$ cat config.mk
export PLATFORM = sky130hd
export DESIGN_NAME = mult_div_unit
export DESIGN_NICKNAME = d
export VERILOG_FILES = /design/src/rtl/mult_div_unit.sv
export SDC_FILE = /design/constraint.sdc
export NUM_CORES = 1
export LEC_CHECK = 0
export CAP_MARGIN = 10
export CORE_UTILIZATION = 54
export CTS_CLUSTER_DIAMETER = 60
export DETAILED_ROUTE_END_ITERATION = 10
export GPL_ROUTABILITY_DRIVEN = 0
export HOLD_SLACK_MARGIN = 0.1
export PLACE_DENSITY = 0.77
export SKIP_CTS_REPAIR_TIMING = 1
export SKIP_LAST_GASP = 1
export SLEW_MARGIN = 20
export SYNTH_ARGS = -nofsm -noshare
export SYNTH_HDL_FRONTEND = slang
export SYNTH_SLANG_ARGS = --single-unit
$ cat constraint.sdc
create_clock -name clk -period 3.4 [get_ports clk]
set_clock_uncertainty 0.1 [all_clocks]
set_input_delay 0.34 -clock clk [delete_from_list [all_inputs] [get_ports clk]]
set_output_delay 0.34 -clock clk [all_outputs]
set_load 0.02 [all_outputs]
$ cat src/rtl/mult_div_unit.sv
// -----------------------------------------------------------------------------
// mult_div_unit
//
// Iterative multiply/divide unit with HI/LO result registers for the MIPS
// datapath. It produces one product or quotient bit per clock, so the
// datapath stays single width. The datapath issues an op with start, stalls
// while busy is high, and reads hi/lo through its MFHI/MFLO mux.
//
// Operations (op):
//   000 MULTU  {hi,lo} = a * b            (unsigned)
//   001 MULT   {hi,lo} = a * b            (signed)
//   010 DIVU   lo = a / b, hi = a % b     (unsigned)
//   011 DIV    lo = a / b, hi = a % b     (signed, truncates toward zero)
//   100 MTHI   hi = a                     (no busy cycles)
//   101 MTLO   lo = a                     (no busy cycles)
//   11x        reserved; start is ignored
//
// Ports:
//   clk          rising-edge clock
//   rst          asynchronous, active-low reset
//   start        op request, sampled on a rising edge while idle
//   op[2:0]      operation select (table above)
//   a[WIDTH]     rs operand: multiplicand, dividend or MTHI/MTLO data
//   b[WIDTH]     rt operand: multiplier or divisor
//   abort        cancels the op in flight; hi/lo/div_by_zero keep old values
//   busy         high while a multiply/divide is in progress
//   done         one-cycle pulse; hi/lo already hold the final result
//   div_by_zero  sticky; set by DIV/DIVU with b==0, cleared by the next
//                accepted start
//   hi, lo       HI and LO registers
//
// Timing: start sampled at edge N -> done high after edge N+WIDTH+2
// (divide by zero: N+2; MTHI/MTLO: N). busy is high WIDTH+2 cycles.
// -----------------------------------------------------------------------------
module mult_div_unit #(
    parameter int WIDTH = 32
) (
    input  logic             clk,
    input  logic             rst,
    input  logic             start,
    input  logic [2:0]       op,
    input  logic [WIDTH-1:0] a,
    input  logic [WIDTH-1:0] b,
    input  logic             abort,
    output logic             busy,
    output logic             done,
    output logic             div_by_zero,
    output logic [WIDTH-1:0] hi,
    output logic [WIDTH-1:0] lo
);

    // Iteration counter must hold the value WIDTH itself.
    localparam int CNT_W = $clog2(WIDTH) + 1;

    typedef enum logic [1:0] {
        IDLE,
        PREP,
        RUN,
        FIX
    } state_t;

    state_t state;
    state_t state_next;

    // Latched operands. In PREP, b_r is replaced by |b|; a_r keeps the raw
    // dividend because a divide by zero returns it unchanged in hi.
    logic [WIDTH-1:0] a_r;
    logic [WIDTH-1:0] b_r;
    logic             is_div_r;
    logic             is_signed_r;
    logic             sign_a_r;
    logic             sign_b_r;
    logic             dbz_prev_r;   // div_by_zero before the op, restored on abort

    // Working registers: acc_r is the upper partial product / partial
    // remainder, q_r shifts the multiplier out and the product/quotient in.
    logic [WIDTH:0]   acc_r;
    logic [WIDTH-1:0] q_r;
    logic [CNT_W-1:0] cnt_r;

    logic accept_md;
    logic accept_mt;
    logic b_zero;
    logic abort_busy;

    assign accept_md  = (state == IDLE) && start && !abort && (op[2] == 1'b0);
    assign accept_mt  = (state == IDLE) && start && !abort && (op[2:1] == 2'b10);
    assign b_zero     = (b_r == '0);
    assign abort_busy = (state != IDLE) && abort;

    // -------------------------------------------------------------------------
    // FSM: state register
    // -------------------------------------------------------------------------
    always_ff @(posedge clk or negedge rst) begin
        if (!rst) begin
            state <= IDLE;
        end else begin
            // NOTE: clocked state uses non-blocking assignments so every flop
            // samples pre-edge values, independent of block ordering.
            state <= state_next;
        end
    end

    // -------------------------------------------------------------------------
    // FSM: next-state logic
    // -------------------------------------------------------------------------
    always_comb begin
        // NOTE: default first, so no path through the case leaves state_next
        // unassigned and infers a latch.
        state_next = state;
        unique case (state)
            IDLE: begin
                if (accept_md) state_next = PREP;
            end
            PREP: begin
                if (abort)                    state_next = IDLE;
                else if (is_div_r && b_zero)  state_next = FIX;
                else                          state_next = RUN;
            end
            RUN: begin
                if (abort)                        state_next = IDLE;
                else if (cnt_r == CNT_W'(1))      state_next = FIX;
            end
            FIX: begin
                state_next = IDLE;
            end
            default: state_next = IDLE;
        endcase
    end

    // -------------------------------------------------------------------------
    // FSM: outputs
    // -------------------------------------------------------------------------
    always_comb begin
        busy = (state != IDLE);
    end

    // -------------------------------------------------------------------------
    // Operand magnitudes (signed ops only). |-2^(WIDTH-1)| = 2^(WIDTH-1) still
    // fits as an unsigned WIDTH-bit value, so the overflow case needs no
    // special handling.
    // -------------------------------------------------------------------------
    logic [WIDTH-1:0] mag_a;
    logic [WIDTH-1:0] mag_b;

    always_comb begin
        mag_a = (is_signed_r && a_r[WIDTH-1]) ? -a_r : a_r;
        mag_b = (is_signed_r && b_r[WIDTH-1]) ? -b_r : b_r;
    end

    // -------------------------------------------------------------------------
    // One iteration step.
    //   multiply: acc += q[0] ? |b| : 0, then shift {acc,q} right by one.
    //   divide:   shift {acc,q} left by one, subtract |b| if it fits
    //             (restoring), shift the outcome bit into q.
    // -------------------------------------------------------------------------
    logic [WIDTH:0]   mul_sum;
    logic [WIDTH:0]   div_shift;
    logic [WIDTH+1:0] div_diff;
    logic [WIDTH:0]   acc_step;
    logic [WIDTH-1:0] q_step;

    always_comb begin
        mul_sum   = acc_r + (q_r[0] ? {1'b0, b_r} : '0);
        div_shift = {acc_r[WIDTH-1:0], q_r[WIDTH-1]};
        div_diff  = {1'b0, div_shift} - {2'b00, b_r};
        if (is_div_r) begin
            if (!div_diff[WIDTH+1]) begin
                acc_step = div_diff[WIDTH:0];
                q_step   = {q_r[WIDTH-2:0], 1'b1};
            end else begin
                acc_step = div_shift;
                q_step   = {q_r[WIDTH-2:0], 1'b0};
            end
        end else begin
            acc_step = {1'b0, mul_sum[WIDTH:1]};
            q_step   = {mul_sum[0], q_r[WIDTH-1:1]};
        end
    end

    // -------------------------------------------------------------------------
    // Sign correction applied in FIX.
    // -------------------------------------------------------------------------
    logic [2*WIDTH-1:0] prod;
    logic [2*WIDTH-1:0] prod_fix;
    logic [WIDTH-1:0]   quo_fix;
    logic [WIDTH-1:0]   rem_fix;

    always_comb begin
        prod     = {acc_r[WIDTH-1:0], q_r};
        prod_fix = (sign_a_r ^ sign_b_r) ? -prod : prod;
        quo_fix  = (sign_a_r ^ sign_b_r) ? -q_r : q_r;
        // Remainder follows the sign of the dividend.
        rem_fix  = sign_a_r ? -acc_r[WIDTH-1:0] : acc_r[WIDTH-1:0];
    end

    // -------------------------------------------------------------------------
    // Datapath and result registers
    // -------------------------------------------------------------------------
    always_ff @(posedge clk or negedge rst) begin
        if (!rst) begin
            // NOTE: working registers are reset as well as the visible ones;
            // they are plain flops, not a memory array, so this is cheap and
            // keeps every register defined right after reset.
            a_r         <= '0;
            b_r         <= '0;
            is_div_r    <= 1'b0;
            is_signed_r <= 1'b0;
            sign_a_r    <= 1'b0;
            sign_b_r    <= 1'b0;
            dbz_prev_r  <= 1'b0;
            acc_r       <= '0;
            q_r         <= '0;
            cnt_r       <= '0;
            done        <= 1'b0;
            div_by_zero <= 1'b0;
            hi          <= '0;
            lo          <= '0;
        end else begin
            done <= 1'b0;

            if (accept_md) begin
                a_r         <= a;
                b_r         <= b;
                is_div_r    <= op[1];
                is_signed_r <= op[0];
                dbz_prev_r  <= div_by_zero;
                div_by_zero <= 1'b0;
            end

            if (accept_mt) begin
                if (op[0]) lo <= a;
                else       hi <= a;
                div_by_zero <= 1'b0;
                done        <= 1'b1;
            end

            // An abort undoes the flag clear done when the op was accepted.
            if (abort_busy) begin
                div_by_zero <= dbz_prev_r;
            end

            unique case (state)
                PREP: begin
                    sign_a_r <= is_signed_r & a_r[WIDTH-1];
                    sign_b_r <= is_signed_r & b_r[WIDTH-1];
                    b_r      <= mag_b;
                    q_r      <= mag_a;
                    acc_r    <= '0;
                    cnt_r    <= CNT_W'(WIDTH);
                end
                RUN: begin
                    acc_r <= acc_step;
                    q_r   <= q_step;
                    cnt_r <= cnt_r - CNT_W'(1);
                end
                FIX: begin
                    if (!abort) begin
                        if (is_div_r && b_zero) begin
                            hi          <= a_r;
                            lo          <= '1;
                            div_by_zero <= 1'b1;
                        end else if (is_div_r) begin
                            hi <= rem_fix;
                            lo <= quo_fix;
                        end else begin
                            {hi, lo} <= prod_fix;
                        end
                        done <= 1'b1;
                    end
                end
                default: ;
            endcase
        end
    end

endmodule

==> results of run 1 <==
state kept, by name, indices dropped and copies added, names as in the netlist, 2 cells and up:
signal / cells
cnt_r: 6
a_r: 32
b_r: 32
q_r: 32
hi: 32
lo: 32
state: 2
acc_r: 33
tightest hold or removal path: stages:
cell,delay [ns]
clkdlybuf4s50_1,0.45
nand2_1,0.07
nand2_1,0.04
final cells by class:
class | count | area [um^2]
repair buffers | 224 | 2110
clock inverters | 13 | 133.9
flip-flops and latches | 208 | 5206
clock buffers | 35 | 734.5
multi-input cells | 1670 | 10930
well taps | 396 | 495.5
fillers | 2544 | 10660
inverters | 108 | 405.4
power by group:
group | switching [uW] | internal, uW
combinational | 7160 | 4760
sequential | 1260 | 3510
clock | 1210 | 1610
total | 9630 | 9880
logic make-up (layout without fill, tap and decap cells):
group                    count (synthesis)  after routing  synth area share
XOR/XNOR                               172            172           0.08903
multiplexers                            86             86           0.05110
flip-flops                             208            208            0.3076
adder cells (fa/ha/maj)                 76             76           0.05709
buffers and inverters                  233            380           0.05376
AND/OR/NAND/NOR                        700            700            0.1965
AO/OA/AOI/OAI                          636            636            0.2449
path summary, 6_finish.rpt:
path	slack [ns]	cells after the start	end	from
setup / recovery	0.01	14	acc_r[29]	b_r[0]
hold / removal	0.27	3	a_r[21]	a[21]
setup reg to reg	0.01	14	acc_r[29]	b_r[0]
hold reg to reg	0.39	2	dbz_prev_r	dbz_prev_r
max in group asynchronous	1.98	3	a_r[26]	rst
min in group asynchronous	0.31	2	lo[11]	rst
layout by cell type, fill, tap and decap left out, types with 79 or more instances in the layout:
cell type and count:
inv_1 105, nand2_1 327, a21oi_1 130, buf_4 79, dfrtp_1 207, nor2_1 103, mux2i_1 83, clkdlybuf4s50_1 136
xnor2_1 135, o21ai_0 168
metrics by stage:
| step | cell area (um^2) | setup TNS (ns) | utilization |
|---|---|---|---|
| 6_report | 20010 | 0 | 0.6525 |
| 5_1_grt | 20010 | -0.5307 | 0.6525 |
| 3_3_place_gp | 18940 | 0 | 0.6175 |
| 3_5_place_dp | 18940 | -0.1147 | 0.6175 |
| 4_1_cts | 19810 | -0.1928 | 0.6458 |
| 2_1_floorplan | 16920 | 0 | - |
layer usage:
metal  vias up  GRT usage  part of all wire
li1       7872          -                 -
met1      8211     0.4670              0.40
met2      1033     0.5647              0.45
met3       208    0.04729             0.092
met4         0     0.1949             0.061
met5         -          0                 0
==> impl_metrics.csv, run 1 <==
group,metric,value,unit
outcome,status,"finished clean",
sta,worstMarginPinSlew,0.8968,ns
synth,synth_ff_type,"dfrtp_1",
clocking,cts_root_buf,"clkbuf_16",
synth,synth_top_area_frac,0.3076,
synth,synth.distinct_cells,90,
placed_design,dp_hpwl,41380,um
sta,fmax,295.0,MHz
floorplanning,pin_count,138,
synth,synth-edff-count,0,
worst_setup_path,cp_num_buf_inv,2,
synth,synth_area_leaders,"dfrtp_1 31%, nand2_1 7.3%, xnor2_1 7.0%",
clocking,cts_tree,"done",
sta,period_needed,3.390,ns
synth,synth_top_cell_by_area,"dfrtp_1",
drt,totalWireLength,57370,um
floorplanning,die_x,179.0,um
floorplanning,die_h,179.0,um
placed_design,port_buffers,137,
floorplanning,initial_core_util,0.5517,
clocking,cts_made_buffers,26,
synth,synth-async-reset-ratio,1.000,
synth,ys_warn_count,0,
sta,setup_viol,0,
global_route,grtUsageTotal,0.3553,
final_layout,n_antenna_cell,0,
synth,synth_fp_nets,2258,
global_route,grt_pass1_vias,16510,
drt,drc_errors,0,
worst_setup_path,cp-start-kind,"register",
power_and_ir_drop,power.total,19510,uW
synth,synthCells,2111,
clocking,clockBufferDepth,3,
final_layout,drive_gt1_frac,0.08769,
sta,whs,0.2716,ns
power_and_ir_drop,p_leak,0.008827,uW
final_layout,nNetsFinal,2385,
global_route,grt_pass1_wl,89390,um
power_and_ir_drop,ir_drop,0.0006242,V
global_route,grt-ovfl-total,0,
final_layout,synthToLayoutAreaGrowth,18.27,%
drt,num_vias,17320,
drt,wire_per_inst,21.62,um
worst_setup_path,cp_slowest_stage_delay,0.43,ns
worst_setup_path,cp_cell_sequence,"inv_1 -> nor2_1 -> ha_2 -> inv_1 -> fa_1 -> nor2b_2 -> o211ai_1 -> a21boi_2 -> a31oi_4 -> o211ai_4 -> a21oi_2 -> o311a_1 -> a211oi_1 -> o311ai_1",
sta,finalHoldViolations,0,
drt,dr.first_iter.drc_count,2176,
sta,slew_headroom,0.4021,
synth,synth.most_common_cell,"nand2_1",
sta,maxSlewViolCount,0,
floorplanning,fp.dieArea,32040,um^2
hold_path,hold_class,"in -> reg",
floorplanning,rows,64,
worst_setup_path,criticalPathCategory,"reg -> reg",
placed_design,dpl.cell_count,2593,
sta,rsz0062_at_grt,"yes",
sta,fin_crit_sh,0.9970,
drt,via_per_inst,6.528,
floorplanning,core,30670,um^2
worst_setup_path,endpoint_kind,"register",
final_layout,stdcell_count,2654,
synth,syn_area_per_cell,8.015,um^2
power_and_ir_drop,power.density,974.7,nW/um^2
worst_setup_path,crit_required,3.71,ns
worst_setup_path,critPathMaxFanout,4,
global_route,grt_max_degree,90,
synth,ys_seq_elements,208,
global_route,antenna_found_initial,0,
clocking,htreeDepth,1,
sta,setup_ws,0.01021,ns
clocking,insertion_delay,0.56,ns
worst_setup_path,cpMaxStageDelayCell,"fa_1",
clocking,path_clk_slew,0.07,ns
synth,ys_top_cells_by_count,"327 x nand2_1, 208 x dfrtp_1, 169 x o21ai_0",
drt,drtPass1Iterations,6,
worst_setup_path,cp_common_cell,"inv_1",
run,drv_cap,0,
placed_design,place_ws,-0.06008,ns
synth,netlist_area,16920,um^2
worst_setup_path,crit_arrival,3.69,ns
drt,ant_nets,0,
synth,yosysSeqAreaShare,0.3076,
clocking,cts_sinks,208,
worst_setup_path,cp_top_family,"compound AO/OA/AOI/OAI gates",
Power figures use the tool's default switching activity.
==> run 2: changes to the inputs <==
--- a/config.mk
+++ b/config.mk
@@ -6,12 +6,13 @@
 export NUM_CORES = 1
 export LEC_CHECK = 0
 export CAP_MARGIN = 10
-export CORE_UTILIZATION = 54
+export CORE_UTILIZATION = 37
 export CTS_CLUSTER_DIAMETER = 60
 export DETAILED_ROUTE_END_ITERATION = 10
+export DONT_BUFFER_PORTS = 1
 export GPL_ROUTABILITY_DRIVEN = 0
 export HOLD_SLACK_MARGIN = 0.1
-export PLACE_DENSITY = 0.77
+export PLACE_DENSITY = 0.52
 export SKIP_CTS_REPAIR_TIMING = 1
 export SKIP_LAST_GASP = 1
 export SLEW_MARGIN = 20
==> impl_metrics.csv, run 2 (synthesis results as in run 1) <==
group,metric,value,unit
final_layout,finalInstanceArea,19900,um^2
drt,drtPass1Iterations,5,
placed_design,place_ws,-0.04388,ns
clocking,cts_root_buf,"clkbuf_16",
global_route,grt_max_degree,209,
power_and_ir_drop,p_seq_frac,0.273,
sta,finalHoldViolations,208,
worst_setup_path,worstReg2RegStart,"q_r[31]",
worst_setup_path,crit_arrival,3.79,ns
sta,setup_ws,0.02343,ns
clocking,path_clk_slew,0.06,ns
final_layout,n_antenna_cell,0,
outcome,violations,"hold timing",
clocking,insertion_delay,0.58,ns
sta,rsz0062_at_grt,"yes",
global_route,antenna_found_initial,1,
sta,maxSlewViolCount,0,
clocking,htreeDepth,1,
final_layout,drive_gt1_frac,0.1078,
clocking,cts_sinks,208,
worst_setup_path,crit_required,3.82,ns
placed_design,dpl.cell_count,2696,
global_route,grtUsageTotal,0.2662,
final_layout,synthToLayoutAreaGrowth,17.61,%
power_and_ir_drop,switching_share,0.4978,
global_route,grt_pass1_wl,96880,um
floorplanning,pin_count,138,
clocking,cts_made_buffers,28,
drt,via_per_inst,5.850,
power_and_ir_drop,power.density,971.8,nW/um^2
worst_setup_path,critPathMaxFanout,4,
floorplanning,core,44700,um^2
sta,worstMarginPinSlew,0.9537,ns
final_layout,nNetsFinal,2353,
power_and_ir_drop,p_sw,9627,uW
floorplanning,fp.dieArea,46590,um^2
sta,fmax,296.2,MHz
sta,slew_headroom,0.3642,
sta,period_needed,3.377,ns
clocking,clockBufferDepth,3,
placed_design,dp_hpwl,46270,um
drt,dr.first_iter.drc_count,1448,
final_layout,layout_common_cells,"325 x nand2_1, 207 x dfrtp_1, 167 x o21ai_0",
power_and_ir_drop,combPwrFrac,0.563,
sta,whs,-0.6461,ns
floorplanning,die_x,215.8,um
placed_design,port_buffers,0,
drt,totalWireLength,63250,um
global_route,grt_pass1_vias,16000,
floorplanning,rows,77,
worst_setup_path,endpoint_kind,"register",
floorplanning,die_h,215.8,um
worst_setup_path,criticalPathCategory,"reg -> reg",
run,drv_cap,0,
drt,num_vias,16490,
power_and_ir_drop,p_int,9712,uW
floorplanning,initial_core_util,0.3785,
final_layout,final_common_cell,"nand2_1",
drt,ant_nets,0,
final_layout,largest_register_ffs,33,
outcome,status,"finished, violations left",
clocking,cts_tree,"done",
worst_setup_path,worstSetupStartpoint,"q_r[31]",
power_and_ir_drop,clkPwrFrac,0.164,
final_layout,top_register,"acc_r",
drt,drc_errors,0,
final_layout,stdcell_count,2819,
global_route,grt-ovfl-total,0,
sta,fin_crit_sh,0.9931,
worst_setup_path,reg2regPathDepth,14,
worst_setup_path,cp-start-kind,"register",
hold_path,hold_class,"in -> async",
power_and_ir_drop,p_leak,0.008823,uW
placed_design,placed_area,18090,um^2
power_and_ir_drop,ir_drop,0.0005637,V
drt,wire_per_inst,22.44,um
sta,setup_viol,0,
-- run 2: power groups by stage --
stage | combinational [uW] | clock [uW] | sequential (uW)
final | 10900 | 3170 | 5270
after global routing | 12000 | 3300 | 5420
after CTS | 10600 | 3220 | 5270
after detailed placement | 10600 | 0 | 5300
after global placement | 10500 | 0 | 5280
after floorplan | 7610 | 0 | 4820
-- run 2: routing by layer --
metal | global-route usage | share of wire
met3 | 0.03566 | 0.055
met5 | 0 | 0
met2 | 0.4411 | 0.47
met4 | 0.1132 | 0.041
met1 | 0.3463 | 0.43
-- run 2: layout make-up --
class                           instances  area (um^2)
Fill cell                            4493        24800
Multi-Input combinational cell       1670        10950
Sequential cell                       208         5206
Timing Repair Buffer                  190         1622
Clock buffer                           36        780.7
Tap cell                              592        740.7
Inverter                              108        405.4
Clock inverter                         15        196.4
-- run 2: critical path, cell delays in order (launching register included) --
cell and delay, ns:
dfrtp_1 0.43, inv_1 0.10, ha_1 0.18, inv_1 0.06, fa_1 0.40, a21o_1 0.21, a221o_2 0.40, buf_4 0.18
a22oi_1 0.18, a21bo_2 0.20, o211ai_1 0.15, xor2_1 0.20, o21ai_0 0.13, a21oi_2 0.22, o211a_1 0.17
-- run 2: path summary, 6_finish.rpt --
path,endpoint,slack (ns)
worst max-delay path,acc_r[30],0.02
worst min-delay path,lo[9],-0.65
worst max register to register,acc_r[30],0.02
worst min register to register,dbz_prev_r,0.39
max in group asynchronous,acc_r[17],3.56
min in group clk,dbz_prev_r,0.05
-- run 2: through the flow --
stage	total power (uW)	util	TNS, ns
floorplan	12440	-	0
global placement	15790	0.4047	0
detailed placement	15880	0.4047	-0.04388
CTS	19130	0.4266	-0.1501
global route	20730	0.4452	-0.1618
finish	19340	0.4452	0
